`src/rtl/fifo_sc_hs.sv`:
```
// fifo_sc_hs: single-clock valid/ready FIFO with any depth >= 2.
// SHOW_AHEAD="ON" presents the head word straight from memory; "OFF" adds
// a registered output stage that counts as one of the DEPTH words.
// Optional macro FIFO_SC_HS_ALMOST_EN enables registered almost_full_o /
// almost_empty_o; without it both outputs are tied low.

package fifo_sc_hs_pkg;
   // Ceiling log2, used for pointer and count widths.
   function automatic int clogb2_f(input int n);
      int r;
      r = 0;
      while ((1 << r) < n) r++;
      return r;
   endfunction
endpackage

module fifo_sc_hs
   import fifo_sc_hs_pkg::*;
#(
   parameter int          DW         = 32,
   parameter int          DEPTH      = 32,
   parameter logic [23:0] SHOW_AHEAD = 24'("ON"),
   parameter int          AF_LEVEL   = DEPTH - 2,
   parameter int          AE_LEVEL   = 2,
   localparam int         CW         = clogb2_f(DEPTH + 1)
) (
   input  logic          clk_i,
   input  logic          srst_i,
   input  logic          s_valid_i,
   input  logic [DW-1:0] s_data_i,
   output logic          s_ready_o,
   output logic          m_valid_o,
   output logic [DW-1:0] m_data_o,
   input  logic          m_ready_i,
   input  logic          clr_err_i,
   output logic          full_o,
   output logic          empty_o,
   output logic          almost_full_o,
   output logic          almost_empty_o,
   output logic          overflow_o,
   output logic [CW-1:0] count_o
);

   localparam int PW     = clogb2_f(DEPTH);
   localparam bit SA_OFF = (SHOW_AHEAD == 24'("OFF"));

   logic [DW-1:0] mem [DEPTH];
   logic [PW-1:0] wptr_q, rptr_q;
   logic [CW-1:0] count_q, count_nxt;
   logic          full_q, empty_q, ovf_q;
   logic          wr, rd, mem_rd;

   // Pointers wrap explicitly so non power-of-two depths work.
   function automatic logic [PW-1:0] ptr_inc(input logic [PW-1:0] p);
      return (p == PW'(DEPTH - 1)) ? '0 : p + 1'b1;
   endfunction

   assign s_ready_o  = !full_q;
   assign wr         = s_valid_i && !full_q;
   assign rd         = m_valid_o && m_ready_i;
   assign count_o    = count_q;
   assign full_o     = full_q;
   assign empty_o    = empty_q;
   assign overflow_o = ovf_q;

   // Next occupancy: +1 write only, -1 read only, else unchanged.
   always_comb begin
      count_nxt = count_q;
      if (wr && !rd)      count_nxt = count_q + 1'b1;
      else if (rd && !wr) count_nxt = count_q - 1'b1;
   end

   // Storage write port; contents survive reset, reset only blocks the write.
   always_ff @(posedge clk_i) begin
      if (wr && !srst_i) mem[wptr_q] <= s_data_i;
   end

   // Pointers, occupancy and registered full/empty flags.
   always_ff @(posedge clk_i) begin
      if (srst_i) begin
         wptr_q  <= '0;
         rptr_q  <= '0;
         count_q <= '0;
         full_q  <= 1'b0;
         empty_q <= 1'b1;
      end else begin
         if (wr)     wptr_q <= ptr_inc(wptr_q);
         if (mem_rd) rptr_q <= ptr_inc(rptr_q);
         count_q <= count_nxt;
         full_q  <= (count_nxt == CW'(DEPTH));
         empty_q <= (count_nxt == '0);
      end
   end

   // Sticky overflow; a new overflow beats a concurrent clear.
   always_ff @(posedge clk_i) begin
      if (srst_i)                      ovf_q <= 1'b0;
      else if (s_valid_i && full_q)    ovf_q <= 1'b1;
      else if (clr_err_i)              ovf_q <= 1'b0;
   end

   generate
      if (SA_OFF) begin : g_reg_out
         logic [CW-1:0] mem_cnt_q;
         logic [DW-1:0] out_q;
         logic          out_vld_q;
         logic          load;

         // Refill the output register when it is vacant or being consumed.
         assign load      = (!out_vld_q || rd) && (mem_cnt_q != '0);
         assign mem_rd    = load;
         assign m_valid_o = out_vld_q;
         assign m_data_o  = out_q;

         // Memory-only occupancy plus the head-word output register.
         always_ff @(posedge clk_i) begin
            if (srst_i) begin
               mem_cnt_q <= '0;
               out_q     <= '0;
               out_vld_q <= 1'b0;
            end else begin
               case ({wr, load})
                  2'b10:   mem_cnt_q <= mem_cnt_q + 1'b1;
                  2'b01:   mem_cnt_q <= mem_cnt_q - 1'b1;
                  default: ;
               endcase
               if (load) begin
                  out_q     <= mem[rptr_q];
                  out_vld_q <= 1'b1;
               end else if (rd) begin
                  out_vld_q <= 1'b0;
               end
            end
         end
      end else begin : g_show_ahead
         // Read-through: head word is visible the cycle after it is written.
         assign mem_rd    = rd;
         assign m_valid_o = !empty_q;
         assign m_data_o  = empty_q ? '0 : mem[rptr_q];
      end
   endgenerate

`ifdef FIFO_SC_HS_ALMOST_EN
   logic af_q, ae_q;

   // Threshold flags track the same next-count as count_o.
   always_ff @(posedge clk_i) begin
      if (srst_i) begin
         af_q <= 1'b0;
         ae_q <= 1'b1;
      end else begin
         af_q <= (int'(count_nxt) >= AF_LEVEL);
         ae_q <= (int'(count_nxt) <= AE_LEVEL);
      end
   end

   assign almost_full_o  = af_q;
   assign almost_empty_o = ae_q;
`else
   assign almost_full_o  = 1'b0;
   assign almost_empty_o = 1'b0;
`endif

endmodule

```
`config.mk`:
```
export PLATFORM = sky130hd
export DESIGN_NAME = fifo_sc_hs
export DESIGN_NICKNAME = d
export VERILOG_FILES = /design/src/rtl/fifo_sc_hs.sv
export SDC_FILE = /design/constraint.sdc
export NUM_CORES = 1
export LEC_CHECK = 0
export ABC_CLOCK_PERIOD_IN_PS = 4400
export CAP_MARGIN = 20
export CELL_PAD_IN_SITES_DETAIL_PLACEMENT = 0
export CELL_PAD_IN_SITES_GLOBAL_PLACEMENT = 1
export CORE_AREA = 3 3 305 307
export CTS_CLUSTER_DIAMETER = 120
export DETAILED_ROUTE_END_ITERATION = 10
export DIE_AREA = 0 0 308 310
export GPL_ROUTABILITY_DRIVEN = 0
export HOLD_SLACK_MARGIN = 0.12
export PLACE_DENSITY_LB_ADDON = 0.15
export SLEW_MARGIN = 20
export SYNTH_ARGS = -nofsm -noshare
export SYNTH_HDL_FRONTEND = slang
export SYNTH_SLANG_ARGS = --single-unit
```
`constraint.sdc`:
```
create_clock -name clk_i -period 4.4 [get_ports clk_i]
set_input_delay 0.88 -clock clk_i [delete_from_list [all_inputs] [get_ports clk_i]]
set_output_delay 0.88 -clock clk_i [all_outputs]
set_load 0.02 [all_outputs]
```
==> results.md, run 1 <==
- The vias per cell is 5.91.
- The worst hold path belongs to the class reg -> reg.
- After detailed routing, the number of remaining DRC violations is 0.
- The level count of the clock H-tree is 3.
- At the worst endpoint, the arrival time is around 3.4 ns.
- The top cell type's share of synthesized area is 75.8%.
- The worst slack on hold paths is between 0.4 and 0.5 ns.
- In the detailed route, the total length drawn on met2 is 53.9 mm.
- Measured in cells, the most critical reg-to-reg path has a length of 5.
- In this run the critical register-to-register path is captured at empty_o$_SDFF_PP1_.
- The number of slew-limit violations in the final report is 0.
- The highest net fanout along the worst path is 31.
- The number of placement rows is 110.
- Synthesis produced a netlist whose cell count is 1928.
- Along the worst hold path, the cell count comes to 2.
- TritonCTS built the clock tree.
- The smallest setup slack after layout is 0.118 ns.
- The HPWL reported at the end of detailed placement is 59.6 mm.
- In the final routed layout, each cell accounts on average for about 31 um.
- At the placement stage, the worst setup path has a slack of 0.329 ns.
- The leakage power is 0.0145 uW.
- The number of violations of the max-capacitance limit is 0.
- The maximum number of buffers from clock root to sink is 3.
- The global-route wire length before repair is 153 mm.
- The most instantiated flip-flop cell in the synthesis netlist is edfxtp_1.
- For this design the total switching power over the nets is around 4600 uW.
- The routed design has between 100 and 150 mm of wire.
- Each instance of the synthesized netlist takes up on average 21.0 um2.
- The number of flops mapped to enable cells by yosys is 1024.
- The final-stage net count is ~2200.
- For hold timing, the worst endpoint is overflow_o$_SDFFE_PP0P_.
- The fill cell total of the finished layout is 7114.
- The worst-margin pin slew is 1.10 ns.
- The via count of the first global-routing pass is 20787.
- The first detailed-routing pass ran for 5 iterations.
- The number of top-level design ports is 82.
- The root cell of the clock tree is clkbuf_16.
- The hold violation total from the final report is 0.
- The number of CTS-inserted buffers is 107.
- Summing all placed instances gives a cell area of 43800 um2.
- The portion of the post-synthesis area used by sequential elements is 77.0%.
- In this run the tightest slew margin relative to its limit is 26.7%.
- In this design, the critical path's most frequently occurring cell is buf_12.
- Combinational cells account for 6.6% of the total power.
- At the end of the flow the core is filled with cells to 52.5%.
- Of all cell types, the one taking the most synthesized area is edfxtp_1.
- The remaining antenna violation count after routing is 0.
- The startpoint identified for the worst hold timing path is overflow_o$_SDFFE_PP0P_.
- Clock latency on the worst-skew pair, taken at its later pin, is between 0.6 and 0.7 ns.
- Counting distinct cell types in the post-synthesis netlist gives 48.
- The switching fraction of total power is 21.6%.
- The detailed-routed wire length on met3 is 6.45 mm.
- The highest layer touched by signal routing is met5.
- By startpoint and endpoint, the worst setup path is classified as reg -> out.
- After clock tree synthesis, the flow added hold-fix buffers numbering 0.
- The finished layout cell area is 47400 um2.
- The area of the core is 90300 um2.
- The clock skew after layout is 0.0138 ns.
- The kind of start point of the critical path is a flop.
- CTS saw 1048 sinks.
- The count of vias placed by the detailed router is 20178.
- Sorting the synthesized cells by area gives the leading types as edfxtp_1 (76%), mux4_2 (11%), mux2i_1 (3.7%).
- Setup repair after global routing could not meet its margin everywhere.
- The completed layout was analyzed and its total power is 21400 uW.
- Per report_power, the clock group accounts for 41.5% of the total.
- Setup violations remaining at the end of the flow were counted as 0.
- The share of total power dissipated in sequential elements is 51.9%.
- The synthesis warning total is 0.
- Walking the worst path, the cells encountered are buf_12, buf_12, mux4_2, nor2b_1, a211oi_1, nor4_1, clkdlybuf4s50_1.
- The highest cell delay on the worst timing path is 0.57 ns.
- Global routing used 22.8% of the available tracks across all layers.
- The worst setup path is captured at an output pin.
- The die is 310 um tall.
- The run finished with clean final reports.
- Counting I/O delays and the setup requirement, the final critical path takes 4.28 ns.
- The maximum achievable frequency is 0.234 GHz.
- The total overflow reported by the global router is 0.
- The width of the die is 308 um.
- Clock-pin slew was measured on the worst setup and hold paths at 0.06 ns.
- The source of the worst register-to-register timing path is empty_o$_SDFF_PP1_.
- The maximum number of pins on one net before global-route repair is 79.
- For flop-to-flop paths, the worst setup slack is 1.65 ns.
- The detailed router put a total of 44.3 mm of wire on met1.
- In this run, the number of DRC markers left after iteration 0 of detailed routing was about 1800.
- In the synthesized netlist the async set-or-reset flop fraction comes to 0%.
- The starting density of the core is 44.9%.
- The ratio of cells with drive above 1 in the final layout is a little over a quarter.
- The area overhead of the layout relative to synthesis is 16.9%.
- The worst ir drop on vdd is 0.363 mV.
- Cell internal power was estimated by the tool at approximately 17000 uW.
- At the worst endpoint, the required time is around 3.5 ns.
- The total power density per cell area is 451 nW/um2.
- The cell with the largest stage delay on the worst path is clkdlybuf4s50_1.
- Input and output buffers added on the ports amount to 79.
- The floorplan step defined a die boundary enclosing 95500 um2.
- The flip-flop and latch count after synthesis is 1048.
- Of the available clock period, the critical path in the final layout requires 97.3%.
- The number of antenna violations at the first check in global routing came to 6.
- The synthesized netlist occupies a cell area of 40600 um2.
==> per-stage QoR <==
step | instances | TNS (ns)
detailed placement | 3198 | 0
floorplan | 1929 | 0
global placement | 3198 | 0
global route | 3413 | -0.0370
CTS | 3409 | 0
finish | 3416 | 0
==> cells in the mapped netlist (2+ instances only) <==
| cell type | number |
|---|---|
| edfxtp_1 | 1024 |
| mux4_2 | 204 |
| mux2i_1 | 149 |
| a22oi_1 | 64 |
| clkbuf_1 | 48 |
| nor2_1 | 47 |
| nor2b_1 | 45 |
| a211oi_1 | 41 |
| nand2_1 | 40 |
| buf_2 | 34 |
| dfxtp_1 | 24 |
| a21oi_1 | 22 |
| nor4_1 | 21 |
| a22o_1 | 20 |
| buf_4 | 20 |
| nor3_1 | 19 |
| buf_6 | 11 |
| mux2_2 | 11 |
| o22ai_1 | 11 |
| ha_1 | 9 |
| inv_1 | 9 |
| nand3_1 | 6 |
| nand4_1 | 5 |
| o21ai_0 | 5 |
| nand2b_1 | 4 |
| nor4b_1 | 4 |
| and3_1 | 3 |
| nand3b_1 | 3 |
| a21boi_0 | 2 |
| a31oi_1 | 2 |
| o21a_1 | 2 |
| or2_2 | 2 |
| xnor2_1 | 2 |
==> layout by cell type (no fill, tap or decap), types with 3 or more instances in the layout <==
master / synthesis / final
a22o_1: 20 / 20
nand3_1: 6 / 6
clkinv_2: 0 / 26
nand2_1: 40 / 39
and3_1: 3 / 3
nand2b_1: 4 / 3
bufinv_16: 0 / 10
nor2_1: 47 / 13
a21oi_1: 22 / 22
a211oi_1: 41 / 41
buf_12: 0 / 29
mux2i_1: 149 / 149
nand3b_1: 3 / 3
o21ai_0: 5 / 5
buf_6: 11 / 4
mux4_2: 204 / 204
clkbuf_1: 48 / 20
edfxtp_1: 1024 / 1024
buf_4: 20 / 111
clkdlybuf4s50_1: 0 / 58
nor3_1: 19 / 15
inv_4: 0 / 4
inv_1: 9 / 9
nor4_1: 21 / 20
nor2b_1: 45 / 42
dfxtp_4: 0 / 3
a22oi_1: 64 / 64
buf_2: 34 / 14
ha_1: 9 / 9
nor4b_1: 4 / 4
mux2_2: 11 / 11
clkbuf_16: 0 / 110
o22ai_1: 11 / 11
dfxtp_1: 24 / 19
nand4_1: 5 / 5
diode_2: 0 / 4
nor3_2: 0 / 4
clkinv_1: 0 / 21
nor2_4: 0 / 33
==> metal layers <==
layer	up-vias	GRT usage (%)
met4	4	6.29
li1	8494	-
met5	-	0
met2	696	38.4
met3	155	3.98
met1	10829	31.0
==> state kept, by name, indices dropped and copies added, names as in the netlist, named ones only <==
| name | flops |
|---|---|
| full_o | 1 |
| count_o | 6 |
| rptr_q | 5 |
| wptr_q | 5 |
| empty_o | 1 |
| overflow_o | 1 |
| mem | 1024 |
==> power groups by stage <==
stage	clock (uW)	sequential, uW	combinational (uW)
floorplan	0	11300	732
global placement	0	11300	1390
detailed placement	0	11300	1400
CTS	9060	11100	1440
global route	9460	11100	1530
finish	8860	11100	1420
==> cell families after synthesis <==
| kind of cell | after synthesis | share of synthesized area, % |
|---|---|---|
| AO/OA/AOI/OAI | 176 | 3.12 |
| buffers and inverters | 123 | 1.63 |
| XOR/XNOR | 2 | 0.0432 |
| AND/OR/NAND/NOR | 205 | 2.60 |
| flip-flops | 1048 | 77.0 |
| adder cells (fa/ha/maj) | 9 | 0.278 |
| multiplexers | 364 | 15.3 |
| other | 1 | 0.00925 |
==> what timing repair did <==
action,CTS,global route
cloned,1,1
endpoints found under the setup margin,27,6
gates resized for setup,6,6
buffers inserted,12,0
==> critical path, delay by kind of cell, from the launching register on <==
kind            cells  cell delay [ns]
simple gates        2             0.28
compound gates      1             0.49
buf+inv             3             1.03
flops               1             0.37
mux                 1             0.53
==> layout make-up <==
class | instances | area, um2 | area share [%]
repair buffers | 222 | 2240 | 4.72
inverters | 9 | 33.8 | 0.0713
clock buffers | 132 | 2860 | 6.02
flip-flops and latches | 1048 | 31200 | 65.9
diodes | 4 | 10.0 | 0.0211
well taps | 1176 | 1470 | 3.10
clock inverters | 66 | 576 | 1.21
multi-input cells | 759 | 8980 | 18.9
==> worst max-delay path by stage <==
stage / start / slack [ns] / cells after the start / end
3_3_place_gp: flop / 0.23 / 7 / m_data_o[22]
6_report: flop / 0.12 / 7 / m_data_o[13]
4_1_cts: flop / 0.06 / 6 / m_data_o[21]
5_1_grt: flop / -0.02 / 8 / m_data_o[0]
2_1_floorplan: s_valid_i / 0.99 / 6 / mem[29][0]$_DFFE_PP_
3_5_place_dp: flop / 0.33 / 7 / m_data_o[8]
No activity file was read; power rests on OpenSTA's default activity.
==> run 2, diff against run 1 <==
Settings changed: CORE_AREA 3 3 305 307 to 3 3 407 409, DIE_AREA 0 0 308 310 to 0 0 410 412, PLACE_DENSITY set to 0.41, PLACE_DENSITY_LB_ADDON 0.15 to unset.
==> run 2 against run 1 <==
  * Critical path type unchanged
  * Clock power grew 10%
  * Worst hold slack got worse by 0.0046 ns
  * Cell count increased by 30%
  * Total power grew 4.9%
  * Critical endpoint is now m_data_o[23]
  * Routed wire length grew 17%
==> results.md, run 2 (synthesized netlist as in run 1, its figures left out) <==
- Setup repair after global routing left no endpoint under its margin.
- The kind of cell with the highest combined delay along the critical path is multiplexers.
- The total negative slack is 0 ns (unchanged).
- The total power after layout came to 22400 uW (+4.9%).
- The HPWL reported at the end of detailed placement came to 72.6 mm (+22%).
- The switching component of the power is 5080 uW (+10%).
- The number of flip-flops in the largest register is 1024 (unchanged).
- The wire length after detailed routing is 125 mm (+17%).
- The number of CTS-inserted buffers is 117 (+9.3%).
- The leakage power came to 0.0149 uW (+2.8%).
- The count of vias placed by the detailed router is 20314 (+0.67%).
- The final-stage net count came to 2214 (+0.96%).
- The highest net fanout along the worst path is 17 (-45%).
- The root cell of the clock tree is clkbuf_16.
- The internal power is 17300 uW (+3.4%).
- The number of placement rows was 148 (+35%).
- The library cell used most frequently in the layout, excluding fill and tap cells, is edfxtp_1.
- The total power density per cell area is 453 nW/um2 (+0.42%).
- The area enclosed by the die boundary is 169000 um2 (+77%).
- The worst ir drop on vdd came to 0.316 mV (-13%).
- By instance count, the cell type seen most on the critical path is mux4_2.
- The share of the clock period used by the worst path after layout came to 96.5% (-0.77 points).
- The power share of the sequential group was 49.5% (-2.4 points).
- The worst slew margin relative to its limit is 28.8% (+2.1 points).
- The number of search-and-repair iterations in the first detailed-routing pass came to 5 (unchanged).
- The level count of the clock H-tree is 3 (unchanged).
- TritonCTS built the clock tree.
- Ranked by flip-flop count, first place goes to mem.
- The number of antenna violations at the first check in global routing is 13 (+7).
- The combined area of the multi-input logic cells is 9130 um2 (+1.7%).
- The number of port buffers is 79 (unchanged).
- The TritonCTS sink count came to 1048 (unchanged).
- The clock skew after layout is 0.0348 ns (+0.0210 ns).
- The maximum number of pins on one net before global-route repair was 47 (-41%).
- The area overhead of the layout relative to synthesis is 22.1%.
- The run finished with clean final reports.
- The signal on the critical path passes through buf_12, bufbuf_16, mux4_2, mux4_2, o22ai_1, nor3_2, dlygate4sd2_1.
- The remaining antenna violation count after routing is 0 (unchanged).
- The starting density of the core is 25.0% (-20 points).
- The area of the core was 162000 um2 (+80%).
- The worst-margin pin slew is 1.06 ns (-0.0346 ns).
- The maximum achievable frequency is 0.235 GHz (+0.80%).
- The post-placement setup slack is 0.259 ns (-0.0703 ns).
- The remaining routing DRC violations came to 0 (unchanged).
- The width of the die is 410 um (+33%).
- The clock latency of the later-clocked register in the worst-skew pair is 0.73 ns (+0.08 ns).
- The fill cell total of the finished layout is 15788 (+120%).
- The ratio of cells with drive above 1 in the final layout is 28.4% (+2.1 points).
- The category of the worst setup path capture point is an output pin.
- The via count of the first global-routing pass is 21511 (+3.5%).
- The total track usage is 14.8% (-8.0 points).
- The critical path arrival came to 3.37 ns (-0.03 ns).
- The vias per cell is 4.57 (-23%).
- The starting DRC count in detailed routing is 1588 (-14%).
- The clock share of power is 43.5% (+2.0 points).
- The final count of negative-setup-slack endpoints came to 0 (unchanged).
- The die span in y is 412 um (+33%).
- The library cells used most frequently in the layout, excluding fill and tap cells, are edfxtp_1 (1024), mux4_2 (204), mux2i_1 (149).
- The number of violations of the max-capacitance limit is 0 (unchanged).
- The smallest setup slack after layout was 0.152 ns (+0.0338 ns).
- The maximum number of buffers from clock root to sink is 3 (unchanged).
- The switching fraction of total power is 22.7% (+1.1 points).
- The worst slack on hold paths is 0.490 ns (-0.00464 ns).
- The post-CTS clock slew at the launch and capture registers of the worst setup and hold paths is 0.06 ns (about the same).
- The number of slew-limit violations in the final report was 0 (unchanged).
- The kind of start point of the critical path is a flop.
- The number of top-level design ports was 82 (unchanged).
- The critical path is of the reg -> out type.
- The count of buffering cells on the critical path with inverters included is 3 (unchanged).
- The global-route wire length before repair is 174 mm (+14%).
- The hold violation total from the final report was 0 (unchanged).
- The highest cell delay on the worst timing path is 0.56 ns (about the same).
- The tightest min-delay check is of the reg -> reg type.
- The sequential cell area is 31200 um2 (about the same).
- The cell with the largest stage delay on the worst path is mux4_2.
- The worst endpoint required time is 3.52 ns (about the same).
- The average wire per standard cell was 28.2 um (-10%).
- The fraction of power consumed by combinational cells is 7.0% (+0.4 points).
- The minimum clock period came to 4.25 ns (-0.0338 ns).
- The total of hold buffers inserted after clock tree synthesis was 0 (unchanged).
- The total overflow reported by the global router came to 0 (unchanged).
## run 2: cell types whose count changed in the layout (fill, tap and decap cells not counted), sizes merged, moves of 6 or more
cell,before,now
buf,162,185
dlygate4sd2,0,20
clkinv,48,54
clkbuf,132,140
clkdlybuf4s50,58,23
clkinvlp,2,8
## run 2: power groups by stage
stage | Combinational, uW | Clock [uW] | Sequential [uW]
floorplan | 732 | 0 | 11300
global placement | 1540 | 0 | 11300
detailed placement | 1540 | 0 | 11300
CTS | 1630 | 10100 | 11100
global route | 1690 | 10500 | 11100
finish | 1570 | 9750 | 11100
## run 2: cell type report
cell class,instances,share of cell area [%]
sequential,1048,63.1
multi-input combinational,758,18.5
clock buffer,140,6.17
tap,2175,5.50
timing repair buffer,234,5.11
clock inverter,79,1.58
inverter,9,0.0682
antenna,2,0.0101
## run 2: tightest hold or removal path: cells and delay by family, from the launching register on
| family | cells | cell delay, ns |
|---|---|---|
| flops | 1 | 0.32 |
| compound gates | 1 | 0.05 |
| simple gates | 1 | 0.07 |
## run 2: repair_timing
item | 4_1_cts | 5_1_grt
endpoints found under the setup margin | 27 | 4
cloned | 5 | 0
resized for setup | 59 | 4
setup buffers | 17 | 0
endpoints found under the hold margin | 0 | 0
pin swaps | 3 | 0
## run 2: path summary, 6_finish.rpt
| kind | endpoint | cells after the start | startpoint | slack (ns) |
|---|---|---|---|---|
| worst min register to register | overflow_o$_SDFFE_PP0P_ | 2 | overflow_o$_SDFFE_PP0P_ | 0.49 |
| worst max register to register | empty_o$_SDFF_PP1_ | 6 | empty_o$_SDFF_PP1_ | 1.47 |
| worst max-delay path | m_data_o[23] | 7 | flop | 0.15 |
| worst min-delay path | overflow_o$_SDFFE_PP0P_ | 2 | overflow_o$_SDFFE_PP0P_ | 0.49 |
## run 2: stage by stage
stage / util [%] / instance area, um2 / std cells
floorplan: - / 40600 / 1929
global placement: 27.9 / 45200 / 4202
detailed placement: 27.9 / 45200 / 4202
CTS: 30.5 / 49600 / 4443
global route: 30.5 / 49500 / 4444
finish: 30.5 / 49500 / 4445
## run 2: routing by layer
metal | wire length (um) | track usage (%) | vias to the layer above
met4 | 2700 | 3.49 | 2
met2 | 59800 | 24.2 | 462
met1 | 57900 | 20.6 | 11119
met3 | 4890 | 2.58 | 163
li1 | - | - | 8568
met5 | 13 | 0 | -
==> run 3, diff against run 2 <==
--- a/config.mk
+++ b/config.mk
@@ -6,5 +6,4 @@
 export NUM_CORES = 1
 export LEC_CHECK = 0
-export ABC_CLOCK_PERIOD_IN_PS = 4400
 export CAP_MARGIN = 20
 export CELL_PAD_IN_SITES_DETAIL_PLACEMENT = 0
==> constraint.sdc (replaced) <==
create_clock -name clk_i -period 4.4 [get_ports clk_i]
set_input_delay 0.88 -clock clk_i [delete_from_list [all_inputs] [get_ports clk_i]]
set_output_delay 0.88 -clock clk_i [all_outputs]
set_load 0.005 [all_outputs]
==> run 3 against run 2 <==
  * Clock power decreased by 5.8%
  * Largest cell class unchanged
  * Critical path type unchanged
  * Total power decreased by 2.9%
  * Non-clock buffer count increased by 5
  * Critical path depth increased by 1
  * Sequential share of layout area increased by 0.11 points
==> results.md, run 3 (synthesized netlist as in run 1, its figures left out) <==
- The number of cell instances on the worst register-to-register path is 6 (unchanged).
- The minimum clock period is 4.27 ns (+0.0175 ns).
- The run finished with clean final reports.
- The critical path arrival is 3.39 ns (+0.02 ns).
- The area enclosed by the die boundary is 169000 um2 (unchanged).
- The width of the die was 410 um (unchanged).
- The slowest stage of the critical path is the mux4_2 cell.
- The number of CTS-inserted buffers is 116 (-0.85%).
- The vias per cell is 4.60 (+0.60%).
- The share of the clock period used by the worst path after layout is 96.9% (+0.40 points).
- The TritonCTS sink count is 1048 (unchanged).
- The total power density per cell area is 440 nW/um2 (-2.7%).
- The via count of the first global-routing pass is 21529 (+0.084%).
- The maximum number of buffers from clock root to sink is 3 (unchanged).
- The average wire per standard cell is 28.5 um (+1.3%).
- The number of slew-limit violations in the final report is 0 (unchanged).
- The commonest non-fill, non-tap cell in the layout is edfxtp_1.
- TritonCTS built the clock tree.
- Walking the worst path, the cells encountered are buf_4, buf_16, buf_4, mux4_2, mux4_2, o22ai_2, nor3_2, clkdlybuf4s50_1.
- The highest cell delay on the worst timing path is 0.56 ns (about the same).
- The ratio of cells with drive above 1 in the final layout is 28.1% (-0.33 points).
- The area overhead of the layout relative to synthesis is 21.9%.
- The top cell types in the final layout, fill and taps aside, are edfxtp_1 (1024), mux4_2 (204), mux2i_1 (148).
- The level count of the clock H-tree is 3 (unchanged).
- The number of search-and-repair iterations in the first detailed-routing pass was 5 (unchanged).
- The maximum number of pins on one net before global-route repair is 68 (+45%).
- The final count of negative-setup-slack endpoints is 0 (unchanged).
- The switching component of the power is 4840 uW (-4.7%).
- The beginning of the worst hold path is overflow_o$_SDFFE_PP0P_.
- The endpoint identified for the worst register-to-register timing path is full_o$_SDFF_PP0_.
- The starting density of the core is 25.0% (unchanged).
- The internal reg-to-reg setup slack came to 1.59 ns (+0.12 ns).
- The clock skew after layout is 0.0271 ns (-0.00775 ns).
- The worst-margin pin slew is 1.06 ns (-0.00654 ns).
- The count of buffering cells on the critical path with inverters included is 4 (+1).
- The worst slack on hold paths is 0.480 ns (-0.00924 ns).
- The register with the most flip-flops is mem.
- The number of flip-flops in the largest register is 1024 (unchanged).
- The internal power is 16900 uW (-2.4%).
- The switching fraction of total power was 22.2% (-0.42 points).
- The clock share of power is 42.2% (-1.3 points).
- The worst endpoint required time was 3.52 ns (about the same).
- The remaining antenna violation count after routing was 0 (unchanged).
- The count of vias placed by the detailed router is 20404 (+0.44%).
- The die span in y is 412 um (unchanged).
- The category of the critical setup timing path is reg -> out.
- The number of top-level design ports is 82 (unchanged).
- The fill cell total of the finished layout is 15721 (-0.42%).
- Grouping stages by cell kind, the critical path spends the most delay in multiplexers.
- The post-CTS clock slew at the launch and capture registers of the worst setup and hold paths is 0.06 ns (about the same).
- The worst setup path is captured at an output pin.
- The worst hold path stage count is 2 (unchanged).
- The worst hold-check path type is reg -> reg.
- Setup repair after global routing could not meet its margin everywhere.
- The wire length after detailed routing is 127 mm (+1.1%).
- The fraction of power consumed by combinational cells is 6.9% (about the same).
- The total overflow reported by the global router came to 0 (unchanged).
- The starting DRC count in detailed routing came to 1584 (-0.25%).
- The standard cell area after detailed placement was 45100 um2 (-0.24%).
- In this run the critical register-to-register path is launched from empty_o$_SDFF_PP1_.
- The total of hold buffers inserted after clock tree synthesis is 0 (unchanged).
- The worst setup path is launched from a flop.
- The worst ir drop on vdd was 0.277 mV (-12%).
- The end point of the worst hold path is overflow_o$_SDFFE_PP0P_.
- The HPWL reported at the end of detailed placement came to 69.7 mm (-4.0%).
- The hold violation total from the final report is 0 (unchanged).
- The finished layout cell area is 49400 um2 (-0.17%).
- The number of port buffers is 79 (unchanged).
- The remaining routing DRC violations is 0 (unchanged).
- The number of placement rows is 148 (unchanged).
- The number of violations of the max-capacitance limit was 0 (unchanged).
- The maximum achievable frequency is 0.234 GHz (-0.41%).
- The leakage power is 0.0148 uW (-0.58%).
- The tree is rooted in a clkbuf_16.
- The worst slew margin relative to its limit was 29.3% (+0.44 points).
- The total power after layout was 21800 uW (-2.9%).
- The clock latency of the later-clocked register in the worst-skew pair came to 0.72 ns (about the same).
- The smallest setup slack after layout was 0.135 ns (-0.0175 ns).
- The post-placement setup slack is 0.0479 ns (-0.211 ns).
- The area of the core is 162000 um2 (unchanged).
- The total track usage came to 14.8% (-0.042 points).
- The final-stage net count is 2219 (+0.23%).
- The global-route wire length before repair is 174 mm (about the same).
- The highest net fanout along the worst path is 7 (-10).
- The number of antenna violations at the first check in global routing is 9 (-4).
- The power share of the sequential group is 50.9% (+1.4 points).
## run 3: routing by layer
layer,global-route usage [%],routed length (um)
met1,20.6,58000
met4,3.71,3040
met5,0,27
met3,2.86,5590
met2,23.7,60000
## run 3: repair_timing
| action | CTS | global route |
|---|---|---|
| pin swaps | 3 | 1 |
| setup endpoints to repair | 32 | 25 |
| resized for setup | 59 | 22 |
| cloned | 4 | 5 |
| hold endpoints to repair | 0 | 0 |
| setup buffers | 13 | 5 |
## run 3: metrics by stage
step                      TNS [ns]  cells  util (%)
after global placement     -0.0593   4203      27.8
after CTS                   -0.182   4424      30.3
final                            0   4438      30.4
after floorplan                  0   1929         -
after detailed placement         0   4203      27.8
after global routing       -0.0840   4435      30.4
## run 3: how the worst max path moves through the flow
stage                            to  slack [ns]  depth (start not counted)
4_1_cts                 m_data_o[0]       -0.08                          8
2_1_floorplan  mem[29][0]$_DFFE_PP_        0.99                          6
3_5_place_dp           m_data_o[29]        0.05                          9
5_1_grt                m_data_o[22]       -0.05                          9
3_3_place_gp           m_data_o[21]       -0.06                          6
6_report               m_data_o[16]        0.13                          8
## run 3: final cells by class
| type | instances | area [um2] | area share (%) |
|---|---|---|---|
| Clock inverter | 58 | 488 | 0.987 |
| Multi-Input combinational cell | 759 | 9240 | 18.7 |
| Clock buffer | 146 | 3060 | 6.19 |
| Antenna cell | 4 | 10.0 | 0.0203 |
| Inverter | 9 | 33.8 | 0.0684 |
| Sequential cell | 1048 | 31200 | 63.2 |
| Tap cell | 2175 | 2720 | 5.51 |
| Timing Repair Buffer | 239 | 2620 | 5.31 |
## run 3: worst reg2reg max path, delay by kind of cell (launching register included)
family          cells  cell delay (ns)
xor+xnor            1             0.19
simple gates        3             0.94
compound gates      1             0.41
buf+inv             1             0.30
flops               1             0.87
## run 3: power groups by stage
stage               Sequential [uW]  Clock, uW  Combinational [uW]
floorplan                     11200          0                 651
global placement              11300          0                1410
detailed placement            11300          0                1410
CTS                           11100       9450                1510
global route                  11100       9870                1620
finish                        11100       9180                1500
